--- src/rtl/fft_ctrl_pkg.sv ---
// fft_ctrl_pkg: shared state type and bit-reverse helper for the FFT mux sequencer.
package fft_ctrl_pkg;
  typedef enum logic [1:0] {IDLE, RUN, DRAIN} state_t;
  // Reverses the low w bits of v: full 32-bit reverse, then shift the result down.
  function automatic logic [31:0] bit_rev(input logic [31:0] v, input int w);
    logic [31:0] r;
    for (int i = 0; i < 32; i++) r[i] = v[31-i];
    return r >> (32 - w);
  endfunction
endpackage

--- src/rtl/fft_sync_fifo.sv ---
// fft_sync_fifo: single-clock FIFO with occupancy count, simultaneous push/pop.
module fft_sync_fifo #(
  parameter int W = 9,
  parameter int DEPTH = 4,
  localparam int AW = DEPTH > 1 ? $clog2(DEPTH) : 1,
  localparam int CW = $clog2(DEPTH + 1)
) (
  input  logic          clk,
  input  logic          rst_n,
  input  logic          push,
  input  logic [W-1:0]  push_data,
  input  logic          pop,
  output logic [W-1:0]  pop_data,
  output logic          empty,
  output logic [CW-1:0] count
);
  logic [W-1:0] mem [DEPTH];
  logic [AW-1:0] wp, rp;
  logic full, do_pop;
  assign empty = count == '0;
  assign full = count == CW'(DEPTH);
  assign do_pop = pop & ~empty;
  assign pop_data = mem[rp];
  always_ff @(posedge clk or negedge rst_n) begin
    if (!rst_n) begin
      for (int i = 0; i < DEPTH; i++) mem[i] <= '0;
      wp <= '0;
      rp <= '0;
      count <= '0;
    end else begin
      if (push) begin
        mem[wp] <= push_data;
        wp <= wp == AW'(DEPTH - 1) ? '0 : wp + AW'(1);
      end
      if (do_pop) rp <= rp == AW'(DEPTH - 1) ? '0 : rp + AW'(1);
      count <= count + CW'(push) - CW'(do_pop);
    end
  end
  no_overflow: assert property (@(posedge clk) disable iff (!rst_n) !(push && full));
endmodule

--- src/rtl/fft_mux_seq_ctrl.sv ---
// fft_mux_seq_ctrl: walks an external N:1 mux through a frame (linear or bit-reversed)
// and streams the returned samples out with credit-based flow control.
module fft_mux_seq_ctrl
  import fft_ctrl_pkg::*;
#(
  parameter int DATA_WIDTH = 8,
  parameter int SEL_W = 8,
  parameter int MUX_LAT = 2,
  parameter int FIFO_DEPTH = 4
) (
  input  logic                  clk,
  input  logic                  rst_n,
  input  logic                  start_i,
  input  logic                  bitrev_i,
  output logic [SEL_W-1:0]      sel_o,
  input  logic [DATA_WIDTH-1:0] mux_data_i,
  output logic [DATA_WIDTH-1:0] m_data_o,
  output logic                  m_valid_o,
  input  logic                  m_ready_i,
  output logic                  m_last_o,
  output logic                  busy_o,
  output logic                  done_o
);
  localparam int CW = $clog2(FIFO_DEPTH + 1);
  state_t state, state_nx;
  logic [SEL_W-1:0] cnt;
  logic rev, issue, pop, empty, accept;
  logic [MUX_LAT-1:0] sr_v, sr_l;
  logic [CW-1:0] occ;
  logic [DATA_WIDTH:0] head;
  assign sel_o = rev ? SEL_W'(bit_rev(32'(cnt), SEL_W)) : cnt;
  assign busy_o = state != IDLE;
  assign m_valid_o = ~empty;
  assign m_data_o = head[DATA_WIDTH-1:0];
  assign m_last_o = m_valid_o & head[DATA_WIDTH];
  assign pop = m_valid_o & m_ready_i;
  assign accept = state == IDLE && start_i;
  // Credit rule: buffered plus in-flight samples can never exceed the FIFO.
  always_comb begin
    issue = state == RUN && (int'(occ) + $countones(sr_v) < FIFO_DEPTH);
    state_nx = state == IDLE ? (start_i ? RUN : IDLE)
             : state == RUN  ? (issue && &cnt ? DRAIN : RUN)
             : (pop && m_last_o ? IDLE : DRAIN);
  end
  always_ff @(posedge clk or negedge rst_n) begin
    if (!rst_n) begin
      state <= IDLE;
      cnt <= '0;
      rev <= 1'b0;
      sr_v <= '0;
      sr_l <= '0;
      done_o <= 1'b0;
    end else begin
      state <= state_nx;
      if (accept) begin
        cnt <= '0;
        rev <= bitrev_i;
      end else if (issue) cnt <= cnt + SEL_W'(1);
      sr_v <= MUX_LAT'({sr_v, issue});
      sr_l <= MUX_LAT'({sr_l, issue & (&cnt)});
      done_o <= pop & m_last_o;
    end
  end
  fft_sync_fifo #(.W(DATA_WIDTH + 1), .DEPTH(FIFO_DEPTH)) u_fifo (
    .clk(clk),
    .rst_n(rst_n),
    .push(sr_v[MUX_LAT-1]),
    .push_data({sr_l[MUX_LAT-1], mux_data_i}),
    .pop(pop),
    .pop_data(head),
    .empty(empty),
    .count(occ)
  );
endmodule

--- config.mk ---
export PLATFORM = sky130hd
export DESIGN_NAME = fft_mux_seq_ctrl
export DESIGN_NICKNAME = d
export VERILOG_FILES = /design/src/rtl/fft_ctrl_pkg.sv /design/src/rtl/fft_sync_fifo.sv /design/src/rtl/fft_mux_seq_ctrl.sv
export SDC_FILE = /design/constraint.sdc
export NUM_CORES = 1
export LEC_CHECK = 0
export ABC_AREA = 1
export BUFFER_PORTS_ARGS = -buffer_cell sky130_fd_sc_hd__buf_2
export CORE_MARGIN = 2
export CORE_UTILIZATION = 58
export CTS_CLUSTER_DIAMETER = 150
export DETAILED_ROUTE_END_ITERATION = 16
export PLACE_DENSITY = 0.79
export SLEW_MARGIN = 20
export SYNTH_ARGS = -nofsm -noshare
export SYNTH_HDL_FRONTEND = slang
export SYNTH_SLANG_ARGS = --single-unit
--- constraint.sdc ---
create_clock -name clk -period 2.5 [get_ports clk]
set_clock_uncertainty 0.2 [all_clocks]
set_input_delay 0.25 -clock clk [delete_from_list [all_inputs] [get_ports clk]]
set_output_delay 0.25 -clock clk [all_outputs]
set_load 0.01 [all_outputs]
==> results of run 1 <==
==> power by group through the flow <==
stage               registers (mW)  logic [mW]  clock network, mW
floorplan                     1.52        1.28                  0
global placement              1.61        1.62                  0
detailed placement            1.63        1.68                  0
CTS                           1.61        1.69              0.871
global route                  1.66        1.92              0.914
finish                        1.61        1.66              0.852
==> worst max-delay path by stage <==
stage | slack (ps) | end | start | cells past startpoint
3_5_place_dp | 310 | u_fifo.count[2]$_DFF_PN0_ | u_fifo.count[1]$_DFF_PN0_ | 9
2_1_floorplan | 270 | u_fifo.count[2]$_DFF_PN0_ | u_fifo.count[2]$_DFF_PN0_ | 10
4_1_cts | 300 | u_fifo.count[2]$_DFF_PN0_ | u_fifo.count[1]$_DFF_PN0_ | 9
6_report | 330 | u_fifo.count[2]$_DFF_PN0_ | u_fifo.count[1]$_DFF_PN0_ | 9
5_1_grt | 180 | u_fifo.count[2]$_DFF_PN0_ | u_fifo.count[1]$_DFF_PN0_ | 9
3_3_place_gp | 370 | u_fifo.count[2]$_DFF_PN0_ | u_fifo.count[1]$_DFF_PN0_ | 9
==> sequential cells by signal, indices dropped and copies added (netlist names) <==
register / flops
sr_l: 2
sr_v: 2
u_fifo.mem: 36
done_o: 1
cnt: 8
rev: 1
u_fifo.count: 3
u_fifo.wp: 2
u_fifo.rp: 2
state: 2
==> repair_timing <==
item | 4_1_cts | 5_1_grt
hold endpoints to repair | 60 | 0
endpoints found under the setup margin | 0 | 0
hold buffers | 2 | 0
buffers inserted | 0 | 0
==> per-stage QoR <==
stage	instance area, um2	util [%]	worst slack [ps]	std cells
floorplan	2890	-	267	339
global placement	3090	65.0	367	428
detailed placement	3090	65.0	314	428
CTS	3310	69.5	302	445
global route	3310	69.5	177	445
finish	3310	69.5	326	445
==> critical path, stage by stage, from the launching register on <==
cell	delay [ps]
dfrtp_1	450
inv_1	80
nand3_1	90
and2_1	200
ha_1	280
inv_1	50
ha_1	120
inv_1	50
fa_1	370
xor2_1	170
==> final cells by class <==
type                       count  area [um2]
clock buffer                  13         159
clock inverter                 2        35.0
fill                         384        1450
inverter                      31         116
multi-input combinational    235        1220
sequential                    59        1480
tap                           67        83.8
timing repair buffer          38         210
==> metal layers <==
layer  vias up  part of all wire, %  track usage [%]  wire length, um
met4         0                  1.1             8.13               61
met5         -                    0                0                0
met1      1114                   46             28.6             2610
li1       1171                    -                -                -
met3         5                  4.0             6.50              227
met2        56                   49             37.4             2800
==> cell usage in the layout, fill, tap and decap left out, drive strengths merged <==
cell type / instances
dlygate4sd3: 2
clkinv: 2
nor2: 33
clkbuf: 13
o21bai: 1
nor3: 2
dfrtp: 59
nand3: 25
a21boi: 1
fa: 1
a21oi: 4
nand2: 81
ha: 10
o22ai: 8
inv: 30
and2: 1
xor2: 4
o21ai: 63
bufinv: 1
mux2: 1
buf: 36
==> cells by family (layout without fill, tap and decap cells) <==
kind of cell    Yosys count  in the layout  synth area share, %
simple gates            142            142                 21.9
compound gates           77             77                 13.9
flops                    59             59                 51.1
buf+inv                  45             84                 6.46
fa+ha+maj                11             11                 5.03
xor+xnor                  4              4                 1.21
mux                       1              1                0.390
==> cell usage after synthesis <==
master,instances
o21bai_1,1
dfrtp_1,59
nand3_1,23
o21ai_1,1
nor2_8,1
clkinv_1,1
buf_2,5
nand2_4,3
a21boi_0,1
o22ai_1,8
nor3_1,2
clkbuf_1,7
a21oi_1,4
and2_1,1
fa_1,1
buf_6,1
nor2_1,32
ha_1,10
nand2_1,72
buf_4,1
xor2_1,4
mux2_2,1
nand2_2,6
o21ai_0,62
nand3_2,2
inv_1,30
==> metrics.txt, run 1 <==
Synth Register Bits 59; drt drc 0; Synth Warn # 0; share of the synthesized area in the top cell type between 50% and 60%; Mapped Area roughly 0.0029 mm2; Synth Instances between 300 and 400; P_sw roughly 1.6 mW; diodes inserted 0; Final period util between 80 and 90%; reg2reg end u_fifo.count[2]$_DFF_PN0_; Clock transition at path regs 60 ps; hold_sp mux_data_i[4]; CP Capture Type flop; worst r2r path cells 9; Die H around 75 um; synthesis-to-finish area growth 14.5%; core box area ~0.0048 mm2; max cap viols 0; hold slack about 31 ps; Final Max Tran Viols 0; Yosys cell types 26; H-tree levels 3; leakage between 1.5 and 2 nW; Seq pwr share approximately two fifths; Port Buffer Count 32; fraction of layout instances using a drive strength above 1 ~16%; Period minus WS final ~2200 ps; Slew @ Worst Pin between 700 and 800 ps; Worst EP arrival 2180 ps; Reg2Reg Setup Slack between 300 and 400 ps; Yosys top cell by area dfrtp_1; Max Clock Freq roughly 460 MHz; worst vdd rail ir drop between 0.0008 and 0.0009 V; Clock Power Share 20.7%; worst endpoint required time between 2000 and 3000 ps; Clock Path Buffers 2; Final HPWL DP ~3.7 mm; I/O pin count 33; largest net degree at the start of global routing 60; Die W around 75 um; R2R Path Start u_fifo.count[1]$_DFF_PN0_; Hold EP u_fifo.mem[4]$_DFFE_PN0P_; WL/cell between 10 and 15 um; Die ar. around 0.0056 mm2; Slew HR about half; setup tns final 0 ps; Resize count post-CTS 0; startpoint types flop; drt pass-1 iters 4; cts bufs inserted 9; Power per Cell Area about 1200 mW/mm2; vias in the first global route 2,130; final setup fails 0; GRT Util Overall between 20 and 25%; TritonCTS clock tree yes; DRT Wirelength between 5 and 6 mm; status complete, no violations; Vias between 2,000 and 2,500; average size of a mapped cell roughly 8.5 um2; crit-path max FO 6; Hold Path Depth 3; nets@finish between 300 and 400; initial antenna violation count 0; clock sink count 59; global-route wire length before repair 9.43 mm; sequential-to-total area share from yosys stat ~51%; Comb pwr share 40.2%; global placer's final weighted congestion approximately 0.83; Initial Util 60.7%; Worst-Skew Late Latency 320 ps; critical path type reg -> reg; Internal between 2 and 2.5 mW; Tot Pwr slightly above 4 mW; CTS Root Cell clkbuf_8; Final Hold Violating Endpoints 0; DRT antenna net count 0; Rows 25; vias per cell roughly 5.3; Synth area leaders dfrtp_1, o21ai_0, nand2_1; syn_nets ~360; HP Class in -> reg; switching part of the total 39.8%; 1st-iter DRT viols between 150 and 200; gr ovfl total 0; RSZ-0062 raised after global routing no
Note: power is estimated with default switching activity, not from simulation.
==> run 2, diff against run 1 <==
--- a/config.mk
+++ b/config.mk
@@ -8,3 +8,3 @@
 export ABC_AREA = 1
-export BUFFER_PORTS_ARGS = -buffer_cell sky130_fd_sc_hd__buf_2
+export BUFFER_PORTS_ARGS = -buffer_cell sky130_fd_sc_hd__buf_4
 export CORE_MARGIN = 2
==> constraint.sdc (replaced) <==
create_clock -name clk -period 2.3 [get_ports clk]
set_clock_uncertainty 0.2 [all_clocks]
set_input_delay 0.23 -clock clk [delete_from_list [all_inputs] [get_ports clk]]
set_output_delay 0.23 -clock clk [all_outputs]
set_load 0.02 [all_outputs]
==> run 2 against run 1 <==
Compared with the run above: the run now ends with negative hold slack left; maximum frequency is 0.62% higher; worst setup slack worse by 190 ps; worst hold slack worse by 32 ps; largest power group unchanged.
==> metrics.txt, run 2 (synthesis gave the netlist of run 1 again) <==
status finished with violations; failing checks negative hold slack; hold slack -1.25 ps (-32.3 ps); setup tns final 0 ps (unchanged); Vias 2,346 (unchanged); drt drc 0 (unchanged); DRT Wirelength 5.88 mm (+3.0%); final setup fails 0 (unchanged); registers with the most flip-flops u_fifo.mem: 36 flops, cnt: 8 flops, u_fifo.count: 3 flops; drt pass-1 iters 6 (+2); cts bufs inserted 9 (unchanged); Final Hold Violating Endpoints 1 (+1); crit-path max FO 6 (unchanged); RSZ-0062 raised after global routing no; critical path type reg -> reg; Die ar. 0.00556 mm2 (unchanged); CTS Root Cell clkbuf_8; Final period util 93.9% (+7.0 points); fraction of layout instances using a drive strength above 1 18.2% (+1.8 points); Worst-Skew Late Latency 330 ps (about the same); CP Capture Type flop; DRT antenna net count 0 (unchanged); startpoint types flop; vias per cell 5.25 (-0.45%); worst vdd rail ir drop 0.000835 V (-4.3%); non-filler instance count after layout 447 (+0.45%); commonest cells after routing, fill and taps aside nand2_1, o21ai_0, dfrtp_1, buf_4, nor2_1; met3 Use GR 6.23% (-0.27 points); Clock Path Buffers 2 (unchanged); Power per Cell Area 1450 mW/mm2 (+16%); Final Max Tran Viols 0 (unchanged); placed insts 429 (+0.23%); Rows 25 (unchanged); Slew @ Worst Pin 730 ps (+3.11 ps); Die W 74.6 um (unchanged); Largest Register u_fifo.mem; largest net degree at the start of global routing 60 (unchanged); Port Buffer Count 32 (unchanged); clock sink count 59 (unchanged); commonest non-fill, non-tap cell in the layout nand2_1; TritonCTS clock tree yes; leakage 1.75 nW (+2.8%); nets@finish 399 (+0.25%); I/O pin count 33 (unchanged); 1st-iter DRT viols 166 (-3.5%); Largest register FFs 36 (unchanged); Max Clock Freq 463 MHz (+0.62%); Initial Util 60.7% (unchanged); Final HPWL DP 3.67 mm (-1.3%); GRT Util Overall 23.0% (+0.37 points); worst endpoint required time 2320 ps (-190 ps); Clock transition at path regs 70 ps (about the same); Die H 74.6 um (unchanged); Period minus WS final 2160 ps (-13.5 ps); WL/cell 13.2 um (+2.6%); core box area 0.00475 mm2 (unchanged); gr ovfl total 0 (unchanged); vias in the first global route 2,151 (+0.99%); grt peak-use layer met2; diodes inserted 0 (unchanged); H-tree levels 3 (unchanged); Slew HR 51.3% (-0.21 points); HP Class in -> reg; Worst EP arrival 2180 ps (about the same); global-route wire length before repair 9.49 mm (+0.58%); M1 GR Usage 28.5% (-0.10 points); global placer's final weighted congestion 0.788 (-5.1%); filler cell count 377 (-1.8%); M2 GR Usage 38.5% (+1.2 points); initial antenna violation count 0 (unchanged); max cap viols 0 (unchanged); synthesis-to-finish area growth 18.9%
## run 2: changes by cell type in the layout (fill, tap and decap cells not counted), sizes merged
cell and delta:
clkbuf -2, clkinv +2, bufinv +1, buf +1
## run 2: metrics by stage
stage | area, um2 | power, mW | hold slack (ps) | util (%) | worst slack, ps
floorplan | 2890 | 3.22 | -266 | - | 43.8
global placement | 3180 | 3.83 | 132 | 67.0 | 172
detailed placement | 3180 | 3.90 | 138 | 67.0 | 113
CTS | 3430 | 4.99 | 0.840 | 72.2 | 82.1
global route | 3430 | 5.35 | 6.04 | 72.2 | 29.2
finish | 3430 | 4.99 | -1.25 | 72.2 | 140
## run 2: routing by layer
layer  wire length, um  share of wire, %
met5                 0                 0
met4                70               1.2
met3               284               4.8
met2              2840                48
met1              2690                46
## run 2: power by group
| part | switching (mW) | internal [mW] |
|---|---|---|
| Clock | 0.411 | 0.663 |
| Sequential | 0.323 | 1.45 |
| Combinational | 1.30 | 0.849 |
| Total | 2.03 | 2.96 |
## run 2: worst max-delay path: stages (launching register included)
cell and delay, ps:
dfrtp_1 420, inv_1 100, nand3_2 110, and2_4 170, ha_1 280, inv_1 60, ha_1 130, inv_1 50
fa_1 370, xor2_1 160
## run 2: worst paths after layout
check                                           from                   endpoint  slack, ps  cells after the start
setup / recovery           u_fifo.count[2]$_DFF_PN0_  u_fifo.count[2]$_DFF_PN0_        140                      9
hold / removal                         mux_data_i[1]  u_fifo.mem[1]$_DFFE_PN0P_         -1                      3
setup reg to reg           u_fifo.count[2]$_DFF_PN0_  u_fifo.count[2]$_DFF_PN0_        140                      9
hold reg to reg                    sr_l[0]$_DFF_PN0_          sr_l[1]$_DFF_PN0_        150                      0
max in group asynchronous                      rst_n   u_fifo.rp[0]$_DFFE_PN0P_       1080                      2
min in group asynchronous                      rst_n  u_fifo.mem[1]$_DFFE_PN0P_        290                      2
## run 2: final cells by class
class / count / area (um2) / share of cell area [%]
clock inverters: 5 / 75.1 / 2.19
flip-flops and latches: 59 / 1480 / 43.0
clock buffers: 11 / 151 / 4.41
inverters: 31 / 116 / 3.39
multi-input cells: 235 / 1230 / 35.9
repair buffers: 39 / 298 / 8.67
well taps: 67 / 83.8 / 2.44
## run 2: timing repair
| action | CTS | global route |
|---|---|---|
| gates resized for setup | 0 | 3 |
| hold endpoints to repair | 60 | 0 |
| endpoints found under the setup margin | 0 | 10 |
| setup buffers | 0 | 0 |
| hold buffers | 2 | 0 |
